`config.mk`:
```
export PLATFORM = sky130hd
export DESIGN_NAME = lstm_sequencer
export DESIGN_NICKNAME = d
export VERILOG_FILES = /design/src/rtl/lstm_sequencer.sv
export SDC_FILE = /design/constraint.sdc
export NUM_CORES = 1
export LEC_CHECK = 0
export ABC_AREA = 1
export BUFFER_PORTS_ARGS = -buffer_cell sky130_fd_sc_hd__buf_4
export CAP_MARGIN = 20
export CORE_AREA = 4 4 174 176
export CTS_CLUSTER_DIAMETER = 60
export DETAILED_ROUTE_END_ITERATION = 6
export DIE_AREA = 0 0 178 180
export PLACE_DENSITY_LB_ADDON = 0.2
export SYNTH_ARGS = -nofsm -noshare
export SYNTH_HDL_FRONTEND = slang
export SYNTH_SLANG_ARGS = --single-unit
```
`constraint.sdc`:
```
create_clock -name clk -period 2.7 [get_ports clk]
set_input_delay 0 -clock clk [delete_from_list [all_inputs] [get_ports clk]]
set_output_delay 0 -clock clk [all_outputs]
set_load 0.01 [all_outputs]
```
`src/rtl/lstm_sequencer.sv`:
```
// lstm_sequencer: host-side driver for one lstm cell. Routes config writes to
// the cell's weight/bias lanes, issues one sample at a time under the cell's
// ready rule (zeroing h/C at each sequence start), and buffers the cell
// results in a small first-word-fall-through FIFO with valid/ready output.
module lstm_sequencer #(
   parameter int WIDTH     = 16,
   parameter int OUT_DEPTH = 4
) (
   input  logic                   clk,
   input  logic                   rst_n,
   // config write port
   input  logic                   cfg_valid,
   output logic                   cfg_ready,
   input  logic [1:0]             cfg_sel,
   input  logic [1:0]             cfg_gate,
   input  logic [WIDTH-1:0]       cfg_data,
   // input sample stream
   input  logic                   s_valid,
   output logic                   s_ready,
   input  logic [WIDTH-1:0]       s_data,
   input  logic                   s_last,
   // output result stream
   output logic                   m_valid,
   input  logic                   m_ready,
   output logic [WIDTH-1:0]       m_y,
   output logic [WIDTH-1:0]       m_c,
   output logic                   m_last,
   // cell parameter lanes, gate order i,f,g,o
   output logic [3:0][WIDTH-1:0]  lstm_weight_x,
   output logic [3:0][WIDTH-1:0]  lstm_weight_h,
   output logic [3:0][WIDTH-1:0]  lstm_bias_x,
   output logic [3:0][WIDTH-1:0]  lstm_bias_h,
   output logic [3:0]             lstm_weight_x_valid,
   output logic [3:0]             lstm_weight_h_valid,
   output logic [3:0]             lstm_bias_x_valid,
   output logic [3:0]             lstm_bias_h_valid,
   // cell data inputs
   output logic [WIDTH-1:0]       lstm_x_in,
   output logic [WIDTH-1:0]       lstm_h_in,
   output logic [WIDTH-1:0]       lstm_c_in,
   output logic                   lstm_x_in_valid,
   output logic                   lstm_h_in_valid,
   output logic                   lstm_c_in_valid,
   // cell results
   input  logic                   lstm_ready,
   input  logic [WIDTH-1:0]       lstm_y_out,
   input  logic [WIDTH-1:0]       lstm_c_out,
   input  logic                   lstm_valid,
   // status
   output logic                   busy,
   output logic [15:0]            seq_cnt,
   output logic                   err_unexpected
);

   localparam int WEIGHTS = 4;
   localparam int PW      = $clog2(OUT_DEPTH);

   logic              r_in_flight;
   logic              r_first;
   logic              r_tag_last;
   logic [PW:0]       r_count;
   logic [PW-1:0]     r_wr_ptr;
   logic [PW-1:0]     r_rd_ptr;
   logic [15:0]       r_seq_cnt;
   logic              r_err;
   logic [WIDTH-1:0]  r_mem_y    [OUT_DEPTH];
   logic [WIDTH-1:0]  r_mem_c    [OUT_DEPTH];
   logic              r_mem_last [OUT_DEPTH];

   logic              w_cfg_fire;
   logic              w_s_fire;
   logic              w_push;
   logic              w_pop;
   logic [WEIGHTS-1:0] w_lane_hit;

   // Config and samples both need an idle cell; config wins when both are offered.
   assign cfg_ready  = lstm_ready & ~r_in_flight;
   assign s_ready    = lstm_ready & ~r_in_flight
                       & (r_count < (PW+1)'(OUT_DEPTH)) & ~cfg_valid;
   assign w_cfg_fire = cfg_valid & cfg_ready;
   assign w_s_fire   = s_valid & s_ready;

   // A completion is only meaningful while a sample is outstanding.
   assign w_push     = lstm_valid & r_in_flight;
   assign m_valid    = (r_count != '0);
   assign w_pop      = m_valid & m_ready;

   // One-hot lane decode: only the addressed gate of the selected bank sees data.
   genvar gi;
   generate
      for (gi = 0; gi < WEIGHTS; gi++) begin : g_lane
         assign w_lane_hit[gi]          = w_cfg_fire && (cfg_gate == 2'(gi));
         assign lstm_weight_x_valid[gi] = w_lane_hit[gi] && (cfg_sel == 2'd0);
         assign lstm_weight_h_valid[gi] = w_lane_hit[gi] && (cfg_sel == 2'd1);
         assign lstm_bias_x_valid[gi]   = w_lane_hit[gi] && (cfg_sel == 2'd2);
         assign lstm_bias_h_valid[gi]   = w_lane_hit[gi] && (cfg_sel == 2'd3);
         assign lstm_weight_x[gi] = lstm_weight_x_valid[gi] ? cfg_data : '0;
         assign lstm_weight_h[gi] = lstm_weight_h_valid[gi] ? cfg_data : '0;
         assign lstm_bias_x[gi]   = lstm_bias_x_valid[gi]   ? cfg_data : '0;
         assign lstm_bias_h[gi]   = lstm_bias_h_valid[gi]   ? cfg_data : '0;
      end
   endgenerate

   // Sample drive: the first sample of a sequence also loads zero h/C.
   assign lstm_x_in_valid = w_s_fire;
   assign lstm_x_in       = w_s_fire ? s_data : '0;
   assign lstm_h_in_valid = w_s_fire & r_first;
   assign lstm_c_in_valid = w_s_fire & r_first;
   assign lstm_h_in       = '0;
   assign lstm_c_in       = '0;

   // FIFO head is presented directly; outputs read as zero when empty.
   assign m_y    = m_valid ? r_mem_y[r_rd_ptr]    : '0;
   assign m_c    = m_valid ? r_mem_c[r_rd_ptr]    : '0;
   assign m_last = m_valid ? r_mem_last[r_rd_ptr] : 1'b0;

   assign busy           = r_in_flight | m_valid;
   assign seq_cnt        = r_seq_cnt;
   assign err_unexpected = r_err;

   // Control state: in-flight tracking, sequence bookkeeping, FIFO pointers.
   always_ff @(posedge clk or negedge rst_n) begin
      if (!rst_n) begin
         r_in_flight <= 1'b0;
         r_first     <= 1'b1;
         r_tag_last  <= 1'b0;
         r_count     <= '0;
         r_wr_ptr    <= '0;
         r_rd_ptr    <= '0;
         r_seq_cnt   <= '0;
         r_err       <= 1'b0;
      end else begin
         if (w_s_fire) begin
            r_in_flight <= 1'b1;
            r_tag_last  <= s_last;
            r_first     <= s_last;
         end else if (w_push) begin
            r_in_flight <= 1'b0;
         end
         if (w_push && r_tag_last)
            r_seq_cnt <= r_seq_cnt + 16'd1;
         if (lstm_valid && !r_in_flight)
            r_err <= 1'b1;
         if (w_push)
            r_wr_ptr <= r_wr_ptr + 1'b1;
         if (w_pop)
            r_rd_ptr <= r_rd_ptr + 1'b1;
         case ({w_push, w_pop})
            2'b10:   r_count <= r_count + 1'b1;
            2'b01:   r_count <= r_count - 1'b1;
            default: r_count <= r_count;
         endcase
      end
   end

   // FIFO storage; validity is carried by the count, so no reset is needed here.
   always_ff @(posedge clk) begin
      if (w_push) begin
         r_mem_y[r_wr_ptr]    <= lstm_y_out;
         r_mem_c[r_wr_ptr]    <= lstm_c_out;
         r_mem_last[r_wr_ptr] <= r_tag_last;
      end
   end

endmodule

```
======== After elaboration in Yosys (flattened, before gate mapping) ========
Memory sizes are Yosys's and may differ from the RTL's.
Index checks and enable logic that the tools add are counted.
storage, ports and cells
  memories kept ........................... 3
  RAM bits ................................ 132
  bits in latches ......................... 0
  bits in read-only memories .............. 0
  output and inout bits ................... 377
  bits of input ports ..................... 76
  logic and storage cells ................. 89
  register bits ........................... 27
cells by class
  muxes and demuxes ....................... 25
  $add $sub $neg .......................... 5
  $mul .................................... 0
  reduce and logical (&&, ||, !) cells .... 28
  eq/ne operators ......................... 8
  div/mod/pow operators ................... 0
  shifts and indexed selects .............. 0
  magnitude comparators ................... 1
  bitwise gates (word level) .............. 11
memories
  memory      depth  bits a word  read ports  clocked after Yosys merged registers in  wr ports  line  source
  r_mem_c     4      16           1           0                                        1         67    logic [WIDTH-1:0] r_mem_c [OUT_DEPTH];
  r_mem_y     4      16           1           0                                        1         66    logic [WIDTH-1:0] r_mem_y [OUT_DEPTH];
  r_mem_last  4      1            1           0                                        1         68    logic r_mem_last [OUT_DEPTH];
operator list
  cell                                                                 number
  16-bit 2-to-1 mux                                                    19
  1-bit logical AND                                                    22
  16-bit by 1-bit adder with 16-bit output (second input constant)     1
  2-bit == test (second input constant)                                5
  1-bit AND                                                            8
  2-bit by 1-bit == test with 1-bit output (second input constant)     3
  3-bit one-hot mux with 2 select lines                                1
  1-bit 2-to-1 mux                                                     5
  2-bit by 1-bit adder with 2-bit output (second input constant)       2
  2-bit zero test                                                      2
  2-bit nonzero test                                                   2
  3-bit by 1-bit adder with 3-bit output (second input constant)       1
  3-bit < comparator (second input constant)                           1
  3-bit nonzero test                                                   1
  3-bit by 1-bit subtractor with 3-bit output (second input constant)  1
  1-bit NOT                                                            2
  1-bit zero test                                                      1
  1-bit OR                                                             1

======== Depth between registers and ports, before layout ========
Gate-level depths: netlist of run 1.
  depth after elaboration ................. 6
  mapped depth ............................ 8
  gate-level depth less buffers ........... 8

======== Worst setup path after synthesis of run 1 ========
Ideal clock, no wire load.
  path kind ............................... register to register
  start ................................... reg r_wr_ptr[0]
  end ..................................... mem r_mem_c[2][0] (enable)
  stages on the path, launching flop included .. 5
  arrival time ............................ 2.059 ns
  required time ........................... 2.277 ns
  path slack .............................. 0.217 ns
  period minus slack after synthesis ...... 2.483 ns
  buffers on the path ..................... 0
  path through ............................ dfrtp_1 inv_1 ha_1 inv_1 nor2_1
RTL lines
  item                      line  source
  start: declaration        62    logic [PW-1:0] r_wr_ptr;
  start signal: assignment  145   r_wr_ptr <= r_wr_ptr + 1'b1;
  end: declaration          67
Straight into the memory's write port.

======== Worst setup path after layout of run 1 ========
  start ................................... reg r_in_flight
  end ..................................... out lstm_h_in_valid
between the ends
  word-level cells in the longest chain between the ends .. 6
RTL lines
  item                      line  source
  start: declaration        58    logic r_in_flight;
  start signal: assignment  124   r_in_flight <= 1'b0;
  start signal: assignment  134   r_in_flight <= 1'b1;
  start signal: assignment  138   r_in_flight <= 1'b0;
  1-bit NOT                 78    assign s_ready = lstm_ready & ~r_in_flight
  1-bit AND                 78
  1-bit AND (2 in series)   79    & (r_count < (PW+1)'(OUT_DEPTH)) & ~cfg_valid;
  1-bit AND                 81    assign w_s_fire = s_valid & s_ready;
  1-bit AND                 107   assign lstm_h_in_valid = w_s_fire & r_first;
  end: declaration          42    output logic lstm_h_in_valid,
No other way between the ends.

==> impl_results.rst, run 1 <==
.. list-table::
   :header-rows: 1

   * - Metric
     - Value
   * - Result of the run
     - finished, final reports clean
   * - Total DRC errors in the routed layout
     - 0
   * - Fraction of final layout cells with drive strength greater than 1
     - 0.3510
   * - Port Buffer Count
     - 420
   * - Final Max Slew Viols
     - 0
   * - Setup Viol. Count Final
     - 0
   * - Post-synth top area share
     - 0.4773
   * - Top cells by area in the synthesized netlist
     - edfxtp_1 (48%), nor2_1 (19%), dfrtp_1 (7.8%)
   * - Most crowded layer after global routing
     - met2
   * - Ratio of total power to cell area
     - ~700 mW/mm²
   * - Switching power summed over all nets
     - about 0.003 W
   * - TritonCTS clock tree
     - done
   * - Die Span X
     - 178 µm
   * - Clock skew after layout
     - ~0.008 ns
   * - Number of filler instances in the final layout
     - between 2000 and 3000
   * - Global-route wire length before repair
     - 48800 µm
   * - Leading area contributor after synthesis
     - edfxtp_1
   * - Num Clock Sinks
     - approximately 160
   * - CP startpoint kind
     - flip-flop
   * - Inserted Clock Buffers
     - 17
   * - Cell area after placement
     - about 0.012 mm²
   * - Part of the power in registers
     - 0.345
   * - Cell total after placement
     - 1714
   * - Slew margin rel.
     - 0.4081
   * - Transition time of the tightest slew-check pin
     - a little under 0.9 ns
   * - Met3 demand-to-capacity share in global routing
     - 0.04349
   * - Summed area of non-filler cells in the final layout
     - between 0.01 and 0.015 mm²
   * - Unrepaired setup endpoints after global routing
     - false
   * - Number of flops mapped to enable cells by yosys
     - 132
   * - Switching Fraction
     - 0.3505
   * - Number of global-route vias before repair
     - between 7000 and 8000
   * - Static leakage
     - between 6 and 7 nW
   * - Data arrival at the endpoint of the critical path
     - between 2 and 2.5 ns
   * - Final count of hold timing violations
     - 0
   * - I/O pins
     - between 400 and 500
   * - Total track usage
     - 0.2010
   * - Sum of overflow across all layers after global routing
     - 0
   * - Area added between synthesis and finish
     - 51.54%
   * - Core box area
     - 0.02863 mm²
   * - Async set-or-reset flop fraction in the synthesized netlist
     - 0.1698
   * - Worst Path Max Fanout
     - 20
   * - Clock latency on the worst-skew pair
     - 0.42 ns
   * - Combinational power share
     - 0.367
   * - Full die area
     - around 0.032 mm²
   * - Worst Path Buf+Inv
     - 2
   * - Mapped Cells
     - between 900 and 1000
   * - Worst path required time
     - 2.70 ns
   * - Maximum clock rate
     - approximately 440 MHz
   * - Residual antenna-violating net count after detailed routing
     - 0
   * - Most frequent cells after synthesis
     - nor2_1 (429), edfxtp_1 (132), inv_1 (75)
   * - Met2 Track Usage GR
     - 0.3461
   * - Most common cell in the netlist
     - nor2_1
   * - DP Wirelength
     - 24850 µm
   * - Via/cell ratio
     - between 4 and 5
   * - Sequential area share after synthesis
     - 0.5588
   * - DRC violation total after the first TritonRoute iteration
     - between 500 and 600
   * - Minimum period implied by the final worst setup slack
     - between 2 and 2.5 ns
   * - Number of rows in the core area
     - 62
   * - Met1 Usage GRT
     - 0.2555
   * - Initial antenna violation count
     - 2
   * - Clock slew at the register clock pins of the worst setup and hold paths
     - ~0.060 ns
   * - Number of library cell types mapped by synthesis
     - 28
   * - Type of destination of the critical path
     - output port
   * - Height of the die
     - ~180 µm
   * - H-Tree Level Count
     - 4
   * - CTS root buffer
     - clkbuf_16
   * - Flip-flop cell with the highest count after synthesis
     - edfxtp_1
   * - Synthesis Warnings
     - 0
   * - Maximum Capacitance Violations
     - 0
   * - Global placement routability congestion
     - between 0.8 and 0.9
   * - Worst min-delay path class
     - in -> reg
   * - Slowest cell delay on critical path
     - 0.46 ns
   * - Per-cell routed wire length
     - 19.04 µm
   * - Via count
     - approximately 8000
   * - Clock group share of total power
     - 0.288
   * - Worst IR Drop VDD
     - ~0.80 mV
   * - CTS max path bufs
     - 2
   * - Worst-path cell chain
     - inv_1 -> nand2_1 -> nor3_1 -> nand2_1 -> nor2_1 -> buf_4
   * - Fin nets
     - roughly 1500
   * - Count of TritonRoute iterations in the first routing pass
     - 6
   * - Critical path's top delay family
     - simple AND/OR/NAND/NOR gates
   * - Post-synth design cell area
     - 0.008305 mm²
   * - Count of placed standard cells in the final layout, fillers left out
     - between 1500 and 2000
   * - Critical path's slowest cell
     - nand2_1
   * - Crit path top cell by count
     - nand2_1
   * - Post-route fraction of the period consumed by the critical path
     - 0.8352
   * - Number of synthesized register bits
     - around 160
   * - Wirelength, routed
     - 33920 µm
   * - Post-Synthesis Mean Instance Area
     - ~8.7 µm²
   * - Pin count of the biggest net entering global routing
     - 48
   * - Internal power
     - around 0.0057 W
   * - Critical path type
     - reg -> out
   * - Total negative setup slack
     - 0 ns
   * - Postcts setup bufs
     - 0
   * - Initial Util
     - 0.2901
==> power groups by stage <==
stage | clock network (W) | logic [W] | registers (W)
CTS | 0.00255 | 0.00326 | 0.00300
finish | 0.00251 | 0.00320 | 0.00300
detailed placement | 0 | 0.00320 | 0.00305
global route | 0.00265 | 0.00355 | 0.00303
floorplan | 0 | 0.00178 | 0.00296
global placement | 0 | 0.00318 | 0.00304
==> timing repair <==
action,CTS,global route
resized for setup,0,0
hold endpoints to repair,159,0
setup endpoints to repair,0,0
hold buffers,35,0
==> final timing paths <==
kind / from / end / slack [ns] / cells after the start
min in group asynchronous: rst_n / seq_cnt[4] / 0.03 / 2
max reg2reg: r_count[0] / r_count[2] / 0.85 / 8
max in group asynchronous: rst_n / r_first / 2.36 / 2
max: r_in_flight / lstm_h_in_valid / 0.45 / 6
min: m_ready / r_rd_ptr[0] / 0.02 / 4
min reg2reg: err_unexpected / err_unexpected / 0.46 / 1
==> metal layers <==
layer  routed length [µm]  vias up
met2                16690      407
met1                13910     3835
met5                    0        -
met3                 2754       45
met4                  561        0
li1                     -     3814
==> layout make-up <==
class / count / area [µm²] / area share
Timing Repair Buffer: 468 / 3626 / 0.2881
Multi-Input combinational cell: 661 / 2930 / 0.2328
Clock inverter: 12 / 182.7 / 0.01451
Tap cell: 384 / 480.5 / 0.03817
Inverter: 77 / 289.0 / 0.02296
Antenna cell: 1 / 2.502 / 0.0001988
Clock buffer: 19 / 432.9 / 0.03440
Sequential cell: 159 / 4642 / 0.3688
==> registers in the layout, summed over array words and instances, names as in the netlist <==
signal,count
r_in_flight,1
r_wr_ptr,2
r_tag_last,1
err_unexpected,1
r_mem_y,64
r_rd_ptr,2
r_count,3
seq_cnt,16
r_mem_last,4
r_mem_c,64
r_first,1
==> tightest hold or removal path: cells and delay by family <==
family                 cells  cell delay [ns]
AND/OR/NAND/NOR            1             0.08
XOR/XNOR                   1             0.12
buffers and inverters      2             0.19
==> cell families (layout without fill, tap and decap cells) <==
| logic type | count (synthesis) | after routing | synth area share |
|---|---|---|---|
| compound gates | 107 | 107 | 0.06478 |
| xor+xnor | 17 | 17 | 0.01793 |
| fa+ha+maj | 7 | 7 | 0.01145 |
| buf+inv | 169 | 576 | 0.1068 |
| flops | 159 | 159 | 0.5588 |
| other cells | 1 | 33 | 0.0004515 |
| simple gates | 498 | 498 | 0.2398 |
==> layout by cell type (no fill, tap or decap), types with 2 or more instances in the layout <==
master / count
inv_6: 2
nand2_1: 36
edfxtp_1: 132
clkinv_4: 2
dfrtp_1: 25
xnor2_1: 8
xor2_1: 9
clkbuf_1: 2
nand3_1: 6
ha_1: 6
a21oi_1: 35
o21ai_0: 71
clkbuf_16: 17
dlygate4sd3_1: 35
nor3_1: 2
nor3_4: 5
inv_1: 75
conb_1: 32
nor2_4: 4
nand2_2: 16
buf_12: 2
nor2_1: 425
nand4_1: 2
buf_4: 431
bufinv_16: 4
clkinv_1: 2
==> through the flow <==
step,hold WS (ns),util,worst slack [ns],total power (W)
after floorplan,-0.2956,-,0.2174,0.004739
after global routing,0.03933,0.4397,0.1766,0.009226
after global placement,-0.06119,0.4058,0.8391,0.006222
after CTS,0.007866,0.4396,0.4164,0.008812
after detailed placement,-0.05969,0.4058,0.8663,0.006250
final,0.01634,0.4397,0.4451,0.008705
Power figures use the tool's default switching activity.
==> run 2, diff against run 1 <==
clock period = 2 ns   (was 2.7 ns; I/O delays follow)
==> run 2 against run 1 <==
Against the previous run: first-iteration DRC count down 4.2%; via count up 3.9%; critical path type unchanged; the flow now finishes with violations (setup timing); combinational power up 47%; worst setup slack worse by 0.52 ns; cell count up 2.2%; sequential power up 33%; sequential cell count unchanged; hold slack better by 0.012 ns; non-clock buffer count up 28; total power up 35%; clock power up 23%; core utilization up 5.4 points.
==> impl_results.rst, run 2 (synthesis gave the netlist of run 1 again) <==
.. list-table::
   :header-rows: 1

   * - Metric
     - Value
   * - Critical path type
     - reg -> out
   * - Most crowded layer after global routing
     - met2
   * - Via count
     - 8417 (+3.9%)
   * - Num Clock Sinks
     - 159 (unchanged)
   * - Global-route wire length before repair
     - 49270 µm (+0.95%)
   * - Met2 Track Usage GR
     - 0.3621 (+0.01597)
   * - Clock latency on the worst-skew pair
     - 0.42 ns (about the same)
   * - Result of the run
     - finished, violations left
   * - Clock skew after layout
     - 0.01345 ns (+0.005209 ns)
   * - Cells on worst reg2reg path
     - 9 (+1)
   * - Setup slack of the critical path after layout
     - -0.07869 ns (-0.5238 ns)
   * - Worst reg-to-reg setup slack
     - 0.10 ns (-0.75 ns)
   * - DP Wirelength
     - 24430 µm (-1.7%)
   * - Unrepaired setup endpoints after global routing
     - true
   * - Post-route fraction of the period consumed by the critical path
     - 1.039
   * - Capture point of the worst reg-to-reg path
     - r_count[2]
   * - TritonCTS clock tree
     - done
   * - Most frequent cells in the layout
     - buf_4 (402), nor2_1 (268), edfxtp_1 (132)
   * - Core box area
     - 0.02863 mm² (unchanged)
   * - Number of rows in the core area
     - 62 (unchanged)
   * - Worst Path Max Fanout
     - 17 (-15%)
   * - Height of the die
     - 180 µm (unchanged)
   * - H-Tree Level Count
     - 4 (unchanged)
   * - Data arrival at the endpoint of the critical path
     - 2.08 ns (-0.17 ns)
   * - Minimum period implied by the final worst setup slack
     - between 2 and 2.5 ns
   * - Met3 demand-to-capacity share in global routing
     - 0.05000 (+0.006513)
   * - Antenna Diode Count
     - 0 (-1)
   * - Slew margin rel.
     - 0.05389 (-0.3542)
   * - Count of TritonRoute iterations in the first routing pass
     - 5 (-1)
   * - Global placement routability congestion
     - 0.8396 (-3.9%)
   * - Met1 Usage GRT
     - 0.2524 (-0.003170)
   * - Inserted Clock Buffers
     - 17 (unchanged)
   * - Per-cell routed wire length
     - 20.13 µm (+5.7%)
   * - Initial Util
     - 0.2901 (unchanged)
   * - Via/cell ratio
     - 4.625 (+1.7%)
   * - Full die area
     - 0.03204 mm² (unchanged)
   * - Worst IR Drop VDD
     - 0.7559 mV (-5.4%)
   * - Worst path required time
     - 2.00 ns (-0.70 ns)
   * - Type of destination of the critical path
     - output port
   * - Fraction of final layout cells with drive strength greater than 1
     - 0.4854 (+0.1344)
   * - Maximum Capacitance Violations
     - 0 (unchanged)
   * - Final count of hold timing violations
     - 0 (unchanged)
   * - Total track usage
     - 0.2048 (+0.003826)
   * - Transition time of the tightest slew-check pin
     - 1.419 ns (+0.5323 ns)
   * - Maximum clock rate
     - just under 500 MHz
   * - I/O pins
     - 453 (unchanged)
   * - Sum of overflow across all layers after global routing
     - 0 (unchanged)
   * - Residual antenna-violating net count after detailed routing
     - 0 (unchanged)
   * - Die Span X
     - 178 µm (unchanged)
   * - Worst min-delay path class
     - in -> async
   * - CP startpoint kind
     - flip-flop
   * - Fin nets
     - 1506 (+2.7%)
   * - Total DRC errors in the routed layout
     - 0 (unchanged)
   * - DRC violation total after the first TritonRoute iteration
     - 497 (-4.2%)
   * - Number of global-route vias before repair
     - 7946 (+1.9%)
   * - Pin count of the biggest net entering global routing
     - 36 (-25%)
   * - Static leakage
     - 6.370 nW (+4.5%)
   * - Wirelength, routed
     - 36630 µm (+8.0%)
   * - Port Buffer Count
     - 420 (unchanged)
   * - Total negative setup slack
     - -2.842 ns (-2.842 ns)
   * - Cell area after placement
     - 0.01171 mm² (+0.82%)
   * - Final Max Slew Viols
     - 0 (unchanged)
   * - CTS root buffer
     - clkbuf_16
   * - Clock slew at the register clock pins of the worst setup and hold paths
     - 0.07 ns (about the same)
   * - Most frequent standard cell in the layout excluding fill and tap cells
     - buf_4
   * - Area added between synthesis and finish
     - 70.28%
   * - Violations in the final reports
     - setup timing
   * - Initial antenna violation count
     - 1 (-1)
   * - CTS max path bufs
     - 2 (unchanged)
   * - Startpoint of the worst-slack reg-to-reg timing path
     - r_in_flight
   * - Setup Viol. Count Final
     - 102 (+102)
   * - Ratio of total power to cell area
     - 831.5 mW/mm² (+20%)
   * - Summed area of non-filler cells in the final layout
     - 0.01414 mm² (+12%)
run 2: cell types whose count changed in the layout (fill, tap and decap cells not counted), sizes merged:
cell         delta
buf            +25
bufinv          -4
clkbuf          -2
clkinvlp        +2
diode           -1
dlygate4sd3     +3
inv             +5
nand2          +11
run 2: worst max-delay path, cell delays in order, from the launching register on:
cell and delay (ns):
dfrtp_1 0.39, inv_2 0.07, nand2_2 0.05, inv_2 0.07, nand2_4 0.09, buf_12 0.14, nor3_4 0.14, buf_12 0.20
nand2_8 0.14, nor2_1 0.17, buf_4 0.16
run 2: per-stage QoR:
stage	setup WS (ns)	hold slack (ns)	total power [W]	std cells	utilization
6_report	-0.07869	0.02832	0.01176	1820	0.4941
5_1_grt	-0.1724	0.05612	0.01251	1820	0.4941
4_1_cts	-0.09585	0.03078	0.01174	1806	0.4556
3_5_place_dp	0.1300	-0.05354	0.008501	1723	0.4092
3_3_place_gp	0.1555	-0.05660	0.008453	1723	0.4092
2_1_floorplan	0.05496	-0.2956	0.006404	989	-
run 2: timing repair:
action,in CTS,in global routing
endpoints found under the setup margin,278,291
endpoints found under the hold margin,159,0
hold buffers,38,0
gates resized for setup,60,259
setup buffers,11,4
gates cloned,2,9
pin swaps,9,16
run 2: layout make-up:
| class | count | area (µm²) |
|---|---|---|
| fillers | 2652 | 14480 |
| flip-flops and latches | 159 | 4642 |
| repair buffers | 496 | 4141 |
| multi-input cells | 672 | 4016 |
| well taps | 384 | 480.5 |
| clock buffers | 17 | 425.4 |
| inverters | 77 | 291.5 |
| clock inverters | 15 | 145.1 |
run 2: where the power goes:
group | total [W] | switching (W) | internal [W]
combinational | 0.00470 | 0.00280 | 0.00190
sequential | 0.00398 | 0.000151 | 0.00382
clock | 0.00308 | 0.00143 | 0.00165
total | 0.0118 | 0.00439 | 0.00737
run 2: metal layers:
metal  part of all wire  vias up
met2               0.50      400
li1                   -     3928
met4              0.014        0
met5                  0        -
met1               0.40     4049
met3              0.078       40
run 2: how the worst max path moves through the flow:
stage,start,end,cells past startpoint
global route,r_in_flight,lstm_bias_h[45],10
finish,r_in_flight,lstm_bias_h[45],10
detailed placement,r_in_flight,lstm_weight_h[3],8
global placement,r_in_flight,lstm_weight_h[3],8
floorplan,r_wr_ptr[0],r_mem_c[2][0],4
CTS,r_in_flight,lstm_bias_x[0],10
==> run 3, diff against run 2 <==
CORE_AREA = 4 4 172 174   (was 4 4 174 176)
DIE_AREA = 0 0 176 178   (was 0 0 178 180)
==> run 3 against run 2 <==
Against the previous run: the run still ends with setup timing left; via count fell by 2.3%; non-clock buffer count is 9 lower; count of clock-buffer cells in the layout stayed put; critical path depth decreased by 1; cell count fell by 1.1%; maximum frequency up 3.3%; design area decreased by 4.5%; register-to-register slack improved by 0.12 ns; largest cell class unchanged; largest power group unchanged.
==> impl_results.rst, run 3 (synthesis gave the netlist of run 1 again) <==
.. list-table::
   :header-rows: 1

   * - Metric
     - Value
   * - Inserted Clock Buffers
     - 17 (unchanged)
   * - Initial Util
     - 0.2990 (+0.008807)
   * - Residual antenna-violating net count after detailed routing
     - 0 (unchanged)
   * - Critical path type
     - reg -> out
   * - Unrepaired setup endpoints after global routing
     - true
   * - Worst Path Max Fanout
     - 17 (unchanged)
   * - Maximum clock rate
     - 496.8 MHz (+3.3%)
   * - Number of rows in the core area
     - 61 (-1.6%)
   * - Hold_ws
     - 0.03796 ns (+0.009643 ns)
   * - Most crowded layer after global routing
     - met2
   * - Worst-path cell chain
     - inv_2 -> nand2_2 -> inv_2 -> nand2_4 -> nor3_4 -> buf_12 -> nand2_4 -> nor2_2 -> buf_4
   * - Worst path required time
     - 2.00 ns (about the same)
   * - Via/cell ratio
     - 4.567 (-1.3%)
   * - Most frequent cells in the layout
     - buf_4 (427), nor2_1 (308), edfxtp_1 (132)
   * - Core box area
     - 0.02778 mm² (-2.9%)
   * - Multi-input gate area
     - 0.003592 mm² (-11%)
   * - Area added between synthesis and finish
     - 62.56%
   * - Met2 Track Usage GR
     - 0.3360 (-0.02613)
   * - Startpoint of the worst-slack reg-to-reg timing path
     - r_count[2]
   * - Static leakage
     - 6.281 nW (-1.4%)
   * - Capture point of the worst reg-to-reg path
     - r_count[2]
   * - Port Buffer Count
     - 420 (unchanged)
   * - Slowest cell delay on critical path
     - 0.39 ns (about the same)
   * - DRC violation total after the first TritonRoute iteration
     - 518 (+4.2%)
   * - Critical path's slowest cell
     - dfrtp_1
   * - Critical path's top delay family
     - simple AND/OR/NAND/NOR gates
   * - Clock skew after layout
     - 0.01522 ns (+0.001769 ns)
   * - Post-layout power
     - 0.01170 W (-0.53%)
   * - DP Wirelength
     - 23730 µm (-2.8%)
   * - Transition time of the tightest slew-check pin
     - 1.103 ns (-0.3166 ns)
   * - Initial antenna violation count
     - 1 (unchanged)
   * - Met3 demand-to-capacity share in global routing
     - 0.05023 (+0.0002331)
   * - Final count of hold timing violations
     - 0 (unchanged)
   * - Data arrival at the endpoint of the critical path
     - 2.01 ns (-0.07 ns)
   * - Number of global-route vias before repair
     - 7667 (-3.5%)
   * - Type of destination of the critical path
     - output port
   * - Wirelength, routed
     - 34680 µm (-5.3%)
   * - Cells on worst reg2reg path
     - 8 (-1)
   * - Setup slack of the critical path after layout
     - -0.01283 ns (+0.06587 ns)
   * - Ratio of total power to cell area
     - 866.4 mW/mm² (+4.2%)
   * - Clock latency on the worst-skew pair
     - 0.42 ns (about the same)
   * - Area taken by flip-flops and latches
     - 0.004642 mm² (unchanged)
   * - H-Tree Level Count
     - 4 (unchanged)
   * - Post-route fraction of the period consumed by the critical path
     - 1.006 (-0.03293)
   * - Total track usage
     - 0.1978 (-0.006974)
   * - TritonCTS clock tree
     - done
   * - Global-route wire length before repair
     - 47150 µm (-4.3%)
   * - Pin count of the biggest net entering global routing
     - 43 (+19%)
   * - Result of the run
     - finished, violations left
   * - Height of the die
     - 178 µm (-1.1%)
   * - Maximum Capacitance Violations
     - 0 (unchanged)
   * - CTS max path bufs
     - 2 (unchanged)
   * - Total negative setup slack
     - -0.01551 ns (+2.826 ns)
   * - Die Span X
     - 176 µm (-1.1%)
   * - Met1 Usage GRT
     - 0.2552 (+0.002870)
   * - I/O pins
     - 453 (unchanged)
   * - Sum of overflow across all layers after global routing
     - 0 (unchanged)
   * - Final Max Slew Viols
     - 0 (unchanged)
   * - Number of filler instances in the final layout
     - 2614 (-1.4%)
   * - Count of TritonRoute iterations in the first routing pass
     - 5 (unchanged)
   * - Per-cell routed wire length
     - 19.26 µm (-4.3%)
   * - Clock slew at the register clock pins of the worst setup and hold paths
     - 0.07 ns (about the same)
   * - Worst reg-to-reg setup slack
     - 0.22 ns (+0.12 ns)
   * - CP startpoint kind
     - flip-flop
   * - Fraction of final layout cells with drive strength greater than 1
     - 0.4504 (-0.03499)
   * - Num Clock Sinks
     - 159 (unchanged)
   * - Violations in the final reports
     - setup timing
   * - Worst Path Buf+Inv
     - 4 (-1)
   * - Worst min-delay path class
     - in -> async
   * - Minimum period implied by the final worst setup slack
     - 2.013 ns (-0.06587 ns)
   * - Full die area
     - 0.03133 mm² (-2.2%)
   * - Via count
     - 8220 (-2.3%)
   * - Setup Viol. Count Final
     - 2 (-98%)
   * - Slew margin rel.
     - 0.2642 (+0.2103)
   * - Global placement routability congestion
     - 0.8638 (+2.9%)
   * - Fin nets
     - 1491 (-1.0%)
   * - Total DRC errors in the routed layout
     - 0 (unchanged)
   * - CTS root buffer
     - clkbuf_16
   * - Most frequent standard cell in the layout excluding fill and tap cells
     - buf_4
   * - Levels on crit path
     - 9 (-1)
   * - Worst IR Drop VDD
     - 0.9258 mV (+22%)
-- run 3: cell count changes in the layout (fill, tap and decap cells not counted), moves of 5 or more --
cell | before | now
nor2_1 | 268 | 308
nor2_4 | 70 | 26
buf_6 | 44 | 16
inv_1 | 68 | 73
buf_4 | 402 | 427
-- run 3: worst max path at each step --
| stage | startpoint | to | slack (ns) |
|---|---|---|---|
| after floorplan | r_wr_ptr[0] | r_mem_c[2][0] | 0.05 |
| after global placement | r_count[2] | r_count[2] | 0.25 |
| after detailed placement | r_in_flight | lstm_weight_x[5] | 0.19 |
| after CTS | r_in_flight | lstm_weight_x[28] | 0.009 |
| after global routing | r_in_flight | lstm_weight_h[46] | -0.11 |
| final | r_in_flight | lstm_weight_x[60] | -0.01 |
-- run 3: timing repair --
item	in CTS	in global routing
setup endpoints to repair	274	239
hold buffers	35	1
setup buffers	10	1
pin swaps	6	8
resized for setup	37	157
gates cloned	1	4
hold endpoints to repair	159	1
-- run 3: final cells by class --
cell class                 instances  share of cell area
sequential                       159              0.3438
timing repair buffer             487              0.2893
multi-input combinational        666              0.2661
tap                              378             0.03503
clock buffer                      17             0.03151
inverter                          77             0.02168
clock inverter                    15             0.01242
antenna                            1           0.0001853
-- run 3: power by group --
group / internal, W / switching, W
registers: 0.00382 / 0.000184
logic: 0.00186 / 0.00268
clock network: 0.00167 / 0.00148
total: 0.00736 / 0.00434
-- run 3: metrics by stage --
stage	area [µm²]	utilization	setup slack (ns)	instances
2_1_floorplan	8432	-	0.05496	989
3_3_place_gp	11690	0.4206	0.2524	1714
3_5_place_dp	11690	0.4206	0.1855	1714
4_1_cts	12900	0.4644	0.008785	1792
5_1_grt	13500	0.4859	-0.1059	1799
6_report	13500	0.4860	-0.01283	1800
-- run 3: per-layer routing --
layer,up-vias,part of all wire
met2,387,0.49
met1,3905,0.40
li1,3878,-
met5,-,0.00043
met4,2,0.025
met3,48,0.086
